--- config.mk ---
export PLATFORM = sky130hd
export DESIGN_NAME = spi_mem_arbiter
export DESIGN_NICKNAME = d
export VERILOG_FILES = /design/src/rtl/spi_mem_arbiter.sv
export SDC_FILE = /design/constraint.sdc
export NUM_CORES = 1
export LEC_CHECK = 0
export CAP_MARGIN = 20
export CORE_MARGIN = 4
export CORE_UTILIZATION = 51
export DETAILED_ROUTE_END_ITERATION = 6
export PLACE_DENSITY = 0.8
export REMOVE_ABC_BUFFERS = 1
export SLEW_MARGIN = 10
export SYNTH_ARGS = -nofsm -noshare
export SYNTH_HDL_FRONTEND = slang
export SYNTH_SLANG_ARGS = --single-unit
--- constraint.sdc ---
create_clock -name clk -period 3.4 [get_ports clk]
set_clock_uncertainty 0.05 [all_clocks]
set_input_delay 0.34 -clock clk [delete_from_list [all_inputs] [get_ports clk]]
set_output_delay 0.34 -clock clk [all_outputs]
set_load 0.005 [all_outputs]
--- src/rtl/spi_mem_arbiter.sv ---
// Round-robin arbiter sharing one SPI SRAM between the CPU and debug ports.
// Each grant runs a 40-bit READ/WRITE frame (mode 0) and returns a one-cycle ack.
module spi_mem_arbiter #(
  parameter int unsigned CLK_DIV = 1
) (
  input  logic        clk,
  input  logic        reset,
  input  logic        cpu_req_i,
  input  logic        cpu_we_i,
  input  logic [14:0] cpu_addr_i,
  input  logic [15:0] cpu_wdata_i,
  output logic        cpu_ack_o,
  output logic [15:0] cpu_rdata_o,
  input  logic        dbg_req_i,
  input  logic        dbg_we_i,
  input  logic [14:0] dbg_addr_i,
  input  logic [15:0] dbg_wdata_i,
  output logic        dbg_ack_o,
  output logic [15:0] dbg_rdata_o,
  output logic        mem_csb_o,
  output logic        mem_sclk_o,
  output logic        mem_out_o,
  input  logic        mem_in_i,
  output logic        busy_o
);

  localparam int unsigned DW = (CLK_DIV > 1) ? $clog2(CLK_DIV) : 1;
  localparam logic [DW-1:0] DIV_LAST = DW'(CLK_DIV - 1);

  typedef enum logic [1:0] {IDLE, SHIFT, DESEL} state_t;
  typedef enum logic {PORT_CPU, PORT_DBG} port_t;

  state_t        state;
  port_t         gnt;
  port_t         last;
  logic          we_l;
  logic [39:0]   sr;
  logic [15:0]   rx;
  logic [DW-1:0] div_cnt;
  logic [5:0]    bit_cnt;
  logic          pick_dbg;
  logic [39:0]   frame;

  // Debug wins only when alone or when the CPU was served last.
  always_comb begin
    pick_dbg = dbg_req_i && (!cpu_req_i || (last == PORT_CPU));
    if (pick_dbg)
      frame = {(dbg_we_i ? 8'h02 : 8'h03), dbg_addr_i, 1'b0,
               (dbg_we_i ? dbg_wdata_i : 16'h0000)};
    else
      frame = {(cpu_we_i ? 8'h02 : 8'h03), cpu_addr_i, 1'b0,
               (cpu_we_i ? cpu_wdata_i : 16'h0000)};
  end

  // MOSI is the shift register MSB; 40 shifts leave it zero for DESEL/IDLE.
  assign mem_out_o = sr[39];

  always_ff @(posedge clk or posedge reset) begin
    if (reset) begin
      state       <= IDLE;
      gnt         <= PORT_CPU;
      last        <= PORT_DBG;
      we_l        <= 1'b0;
      sr          <= '0;
      rx          <= '0;
      div_cnt     <= '0;
      bit_cnt     <= '0;
      mem_csb_o   <= 1'b1;
      mem_sclk_o  <= 1'b0;
      busy_o      <= 1'b0;
      cpu_ack_o   <= 1'b0;
      dbg_ack_o   <= 1'b0;
      cpu_rdata_o <= '0;
      dbg_rdata_o <= '0;
    end else begin
      cpu_ack_o <= 1'b0;
      dbg_ack_o <= 1'b0;
      case (state)
        IDLE: begin
          if (cpu_req_i || dbg_req_i) begin
            gnt        <= pick_dbg ? PORT_DBG : PORT_CPU;
            last       <= pick_dbg ? PORT_DBG : PORT_CPU;
            we_l       <= pick_dbg ? dbg_we_i : cpu_we_i;
            sr         <= frame;
            div_cnt    <= '0;
            bit_cnt    <= '0;
            mem_csb_o  <= 1'b0;
            mem_sclk_o <= 1'b0;
            busy_o     <= 1'b1;
            state      <= SHIFT;
          end
        end
        SHIFT: begin
          if (div_cnt == DIV_LAST) begin
            div_cnt <= '0;
            if (!mem_sclk_o) begin
              mem_sclk_o <= 1'b1;
            end else begin
              mem_sclk_o <= 1'b0;
              rx         <= {rx[14:0], mem_in_i};
              sr         <= {sr[38:0], 1'b0};
              if (bit_cnt == 6'd39) begin
                mem_csb_o <= 1'b1;
                state     <= DESEL;
              end else begin
                bit_cnt <= bit_cnt + 6'd1;
              end
            end
          end else begin
            div_cnt <= div_cnt + DW'(1);
          end
        end
        DESEL: begin
          if (div_cnt == DIV_LAST) begin
            div_cnt <= '0;
            busy_o  <= 1'b0;
            state   <= IDLE;
            if (gnt == PORT_CPU) begin
              cpu_ack_o <= 1'b1;
              if (!we_l) cpu_rdata_o <= rx;
            end else begin
              dbg_ack_o <= 1'b1;
              if (!we_l) dbg_rdata_o <= rx;
            end
          end else begin
            div_cnt <= div_cnt + DW'(1);
          end
        end
        default: state <= IDLE;
      endcase
    end
  end

endmodule

== Yosys cells after proc, flatten, opt, wreduce, memory -nomap -nowiden ==
Index checks and enable logic that the tools add are counted.

* Flip-flop bits (word level): 105
* Input bits: 69
* Logic and storage cells: 91

* Add/sub/neg operators: 2
* Eq/ne operators: 9
* Multiplexer cells: 41
* Bitwise logic cells: 4
* Reductions and logical operators: 20

{| class="wikitable"
|+ Operators by type and width
! kind !! number
|-
| 2-to-1 mux 40 bit || 3
|-
| one-hot mux 40 bit (2 select lines) || 1
|-
| 2-to-1 mux 33 bit || 1
|-
| 2-to-1 mux 16 bit || 2
|-
| 2-to-1 mux 6 bit || 4
|-
| 2-to-1 mux 1 bit || 19
|-
| AND reduction 5 bit || 3
|-
| inequality test 2 bit, second input constant || 6
|-
| one-hot mux 6 bit (2 select lines) || 1
|-
| AND reduction 4 bit || 3
|-
| 2-to-1 mux 2 bit || 5
|-
| AND reduction 3 bit || 3
|-
| one-hot mux 1 bit (2 select lines) || 4
|-
| adder 6 x 1 -> 6 bit, second input constant || 1
|-
| == test 6 bit, second input constant || 1
|-
| one-hot mux 2 bit (3 select lines) || 1
|-
| nonzero test 2 bit || 3
|-
| NOT 1 bit || 4
|-
| AND reduction 2 bit || 2
|-
| == test 2 x 1 -> 1 bit, second input constant || 1
|-
| == test 2 bit, second input constant || 1
|-
| logical NOT 2 bit || 1
|-
| logical OR 1 bit || 2
|-
| OR reduction 2 bit || 1
|-
| 3 further kinds || 3
|}

== Longest topological paths before layout ==
* Depth after elaboration: 6
* Gate-level depth with buffers: 8

== Least setup slack after synthesis ==
OpenSTA, ideal clock, no wires.

* Path kind: register -> register
* Start: reg state[0]
* End: reg cpu_rdata_o[0]
* Setup time: 0.125 ns
* Arrival time: 1.404 ns
* Required time: 3.225 ns
* Slack: 1.821 ns
* Cell stages (with the launch flop): 6
* Cells stage by stage: dfrtp_1 buf_6 nand2b_4 nor3_4 buf_12 mux2_4

* Word-level cells in the longest chain between the ends: 2

{| class="wikitable"
|+ RTL lines
! element !! line !! RTL
|-
| start: declaration || 33 || <nowiki>state_t state;</nowiki>
|-
| start signal: assignment || 60 || <nowiki>state <= IDLE;</nowiki>
|-
| start signal: assignment || 90 || <nowiki>state <= SHIFT;</nowiki>
|-
| start signal: assignment || 104 || <nowiki>state <= DESEL;</nowiki>
|-
| == test 2 bit || 78 || <nowiki>case (state)</nowiki>
|-
| AND reduction 4 bit (no line) || - ||
|-
| end signal: assignment || 120 || <nowiki>if (!we_l) cpu_rdata_o <= rx;</nowiki>
|-
| end: declaration || 13 || <nowiki>output logic [15:0] cpu_rdata_o,</nowiki>
|}

No other way between the ends.
A chain may end at the register's enable or synchronous reset.

== Final worst setup path ==
* Start: reg state[0]
* End: reg sr[9]

* Word-level cells in the longest chain between the ends: 3

{| class="wikitable"
|+ RTL lines
! element !! line !! RTL
|-
| == test 2 x 1 -> 1 bit or logical NOT 2 bit (tied branches) || 78 ||
|-
| inequality test 2 bit (no line) or nonzero test 2 bit (tied branches) || - ||
|-
| AND reduction 4 bit (no line) || - ||
|-
| end signal: assignment || 84 || <nowiki>sr <= frame;</nowiki>
|-
| end signal: assignment || 101 || <nowiki>sr <= {sr[38:0], 1'b0};</nowiki>
|-
| end: declaration || 37 || <nowiki>logic [39:0] sr;</nowiki>
|}

Parallel ways exist; a longest one is shown, timed or not.

==> flow_summary_export.csv <==
group,metric,value,unit
route,via_count,3939,
global_route,antenna_found_initial,0,
clock_network,cts_resized,0,
route,drc,0,
place,place_congestion,0.893,
logic_synthesis,synth_area,5080,sq um
timing,holdWs,0.394,ns
die,dieArea,11600,sq um
die,rows,36,
final_layout,layout.nets,626,
clock_network,cts_made_buffers,9,
worst_setup_path,cp_slowest_cell,"nor2b_4",
final_layout,final_area,6330,sq um
timing,slew_headroom,34.1,%
worst_setup_path,cp_top_family,"simple AND/OR/NAND/NOR gates",
logic_synthesis,synthFlopType,"dfrtp_1",
outcome,status,"finished clean",
worst_setup_path,end_kind,"flip-flop",
final_layout,final_layout_size_suffix_gt1_share,15.3,%
die,die_y,108,um
global_route,grt_pass1_wl,19.1,mm
worst_setup_path,cp_slowest_stage_delay,0.64,ns
power,ir_drop,194,uV
timing,post-route-period-util,65.6,%
worst_setup_path,cp_max_fo,27,
final_layout,seq_area,2610,sq um
place,place_hpwl,7.83,mm
global_route,overflow,0,
logic_synthesis,netlist_instances,472,
global_route,grt_max_degree,61,
logic_synthesis,synth-warning-count,0,
clock_network,cts-root-to-sink-buffers,2,
final_layout,area_growth_syn_to_layout,24.5,%
route,drtIter0Drc,299,
worst_setup_path,crit_arrival,2.46,ns
place,pre_cts_ws,0.935,ns
global_route,grt_util_all_layers,20.3,%
worst_setup_path,worstPathCellList,"nor2b_4 > buf_4 > a211oi_1 > o41ai_2",
logic_synthesis,synth_top_area_cell,"dfrtp_1",
route,routedWlPerCell,16.4,um
timing,timing.final.crit_period,2.23,ns
clock_network,ctsHoldBuffers,0,
final_layout,final_cells,694,
logic_synthesis,synth-edff-count,0,
timing,setup_viol,0,
worst_setup_path,rr_worst_depth,4,
route,dr.pass1.iters,4,
clock_network,cts.sinks,104,
final_layout,post-route-util,65.0,%
logic_synthesis,async_reset_ff_share,100,%
timing,worstMarginPinSlew,0.985,ns
min_path,hp-class,"input port to asynchronous set/reset pin",
route,ant_nets,0,
timing,clock.fmax,0.448,GHz
timing,hold_viol,0,
worst_setup_path,required,3.63,ns
run,drv_cap,0,
global_route,grt_pass1_vias,3921,
die,dieWidth,108,um
route,viasPerCell,5.68,
clock_network,h-tree-depth,3,
timing,fin_tns_setup,0,ns
logic_synthesis,ys_seq_area_share,51.3,%
worst_setup_path,critical_path_class,"flip-flop to flip-flop",
clock_network,cts_setup_buffers,0,
timing,setup_slack,1.17,ns
logic_synthesis,yosysUniqueCellTypes,49,
clock_network,clk_latency,0.37,ns
die,num_io_pins,107,
clock_network,tritoncts,"done",
place,dpl.cell_count,678,
power,powerDensity,350,nW/um^2
die,initial_utilization,52.2,%
final_layout,n_antenna_cell,0,
clock_network,clkTransAtPathRegs,0.11,ns
die,core_area,9730,sq um
power,p_leak,2.91,nW
worst_setup_path,critPathBufInv,1,
logic_synthesis,postSynthAreaPerCell,10.8,sq um
worst_setup_path,rrSetupSlack,1.17,ns
timing,maxSlewViolCount,0,
final_layout,num-fill-cells,800,
logic_synthesis,synth_area_leaders,"dfrtp_1 50%, nand2_1 7.7%, a211oi_1 6.6%, mux2_4 5.9%, a21oi_1 4.9%",
power,power.total,2.22,mW
place,port_buffers,106,
worst_setup_path,reg2reg_to,"sr[9]$_DFFE_PP0P_",
logic_synthesis,synth_seq_cells,104,
worst_setup_path,startpoint_type,"flip-flop",
place,place_area,6130,sq um
clock_network,cts_root_buf,"clkbuf_8",
route,routed_wl,11.4,mm
final_layout,multi_input_area,2200,sq um
timing,rsz0062_at_grt,"no",
logic_synthesis,synth.top_cell.area_share,50.2,%
worst_setup_path,timing.rr.start,"state[0]$_DFFE_PP0P_",
[synthesized netlist by cell type (3+ instances only)]
master	instances
a21oi_1	50
mux2_2	12
nand3_1	11
a211oi_1	45
o41ai_2	15
o21ai_0	9
nand4_1	3
nand2_1	104
buf_6	7
nor2_1	6
clkbuf_1	6
a21o_1	15
inv_1	4
dfrtp_1	102
mux2_4	20
buf_4	4
buf_2	21
[logic make-up after synthesis]
group	after synthesis	synth area share, %
DFF	104	51.3
xor gates and xnor gates	1	0.172
buffers and inverters	45	5.49
adders and majority gates	1	0.246
AOI/OAI and AO/OA	145	21.4
and+or+nand+nor	143	12.6
muxes	33	8.77
[worst max path at each step]
| stage | slack, ns | cells after the start | start | to |
|---|---|---|---|---|
| 2_1_floorplan | -0.32 | 4 | state[1]$_DFFE_PP0P_ | sr[0]$_DFFE_PP0P_ |
| 3_3_place_gp | 1.02 | 5 | cpu_req_i | sr[14]$_DFFE_PP0P_ |
| 3_5_place_dp | 0.94 | 6 | cpu_req_i | sr[30]$_DFFE_PP0P_ |
| 4_1_cts | 1.20 | 4 | state[0]$_DFFE_PP0P_ | sr[9]$_DFFE_PP0P_ |
| 5_1_grt | 1.01 | 4 | state[0]$_DFFE_PP0P_ | mem_csb_o$_DFFE_PP1P_ |
| 6_report | 1.17 | 4 | state[0]$_DFFE_PP0P_ | sr[9]$_DFFE_PP0P_ |
[registers in the layout, indices dropped and copies added, names as in the netlist, 2 cells and up]
register / count
sr: 40
cpu_rdata_o: 16
dbg_rdata_o: 16
rx: 16
bit_cnt: 6
state: 2
[power by group]
| group | internal, mW | switching (mW) | total, mW |
|---|---|---|---|
| sequential | 1.26 | 0.0229 | 1.29 |
| clock | 0.304 | 0.453 | 0.758 |
| combinational | 0.0948 | 0.0768 | 0.172 |
[placed cells by master, fill, tap and decap left out, drive strengths merged, types with 2 or more instances in the layout]
master         count
buf                8
nand2            105
dfstp              2
nor2b              3
mux2              32
clkdlybuf4s50    106
o41ai             15
clkinv             2
o21ai             10
nor2               7
a21o              15
dfrtp            102
o21a               2
nand3             11
a21oi             50
a211oi            45
and2               2
clkbuf            10
nand4              3
inv                7
and3               2
nor3               3
nand2b             3
[layout make-up]
type	instances	share of cell area (%)
well taps	133	2.63
clock buffers	10	2.18
inverters	4	0.277
flip-flops and latches	104	41.2
repair buffers	114	17.9
multi-input cells	323	34.8
clock inverters	6	0.969
[layer usage]
layer | up-vias | share of wire [%] | GRT usage (%)
li1 | 1847 | - | -
met2 | 148 | 49 | 34.1
met3 | 12 | 6.0 | 4.14
met5 | - | 0 | 0
met1 | 1932 | 44 | 27.6
met4 | 0 | 0.92 | 3.52
(Power assumes the default switching activity.)
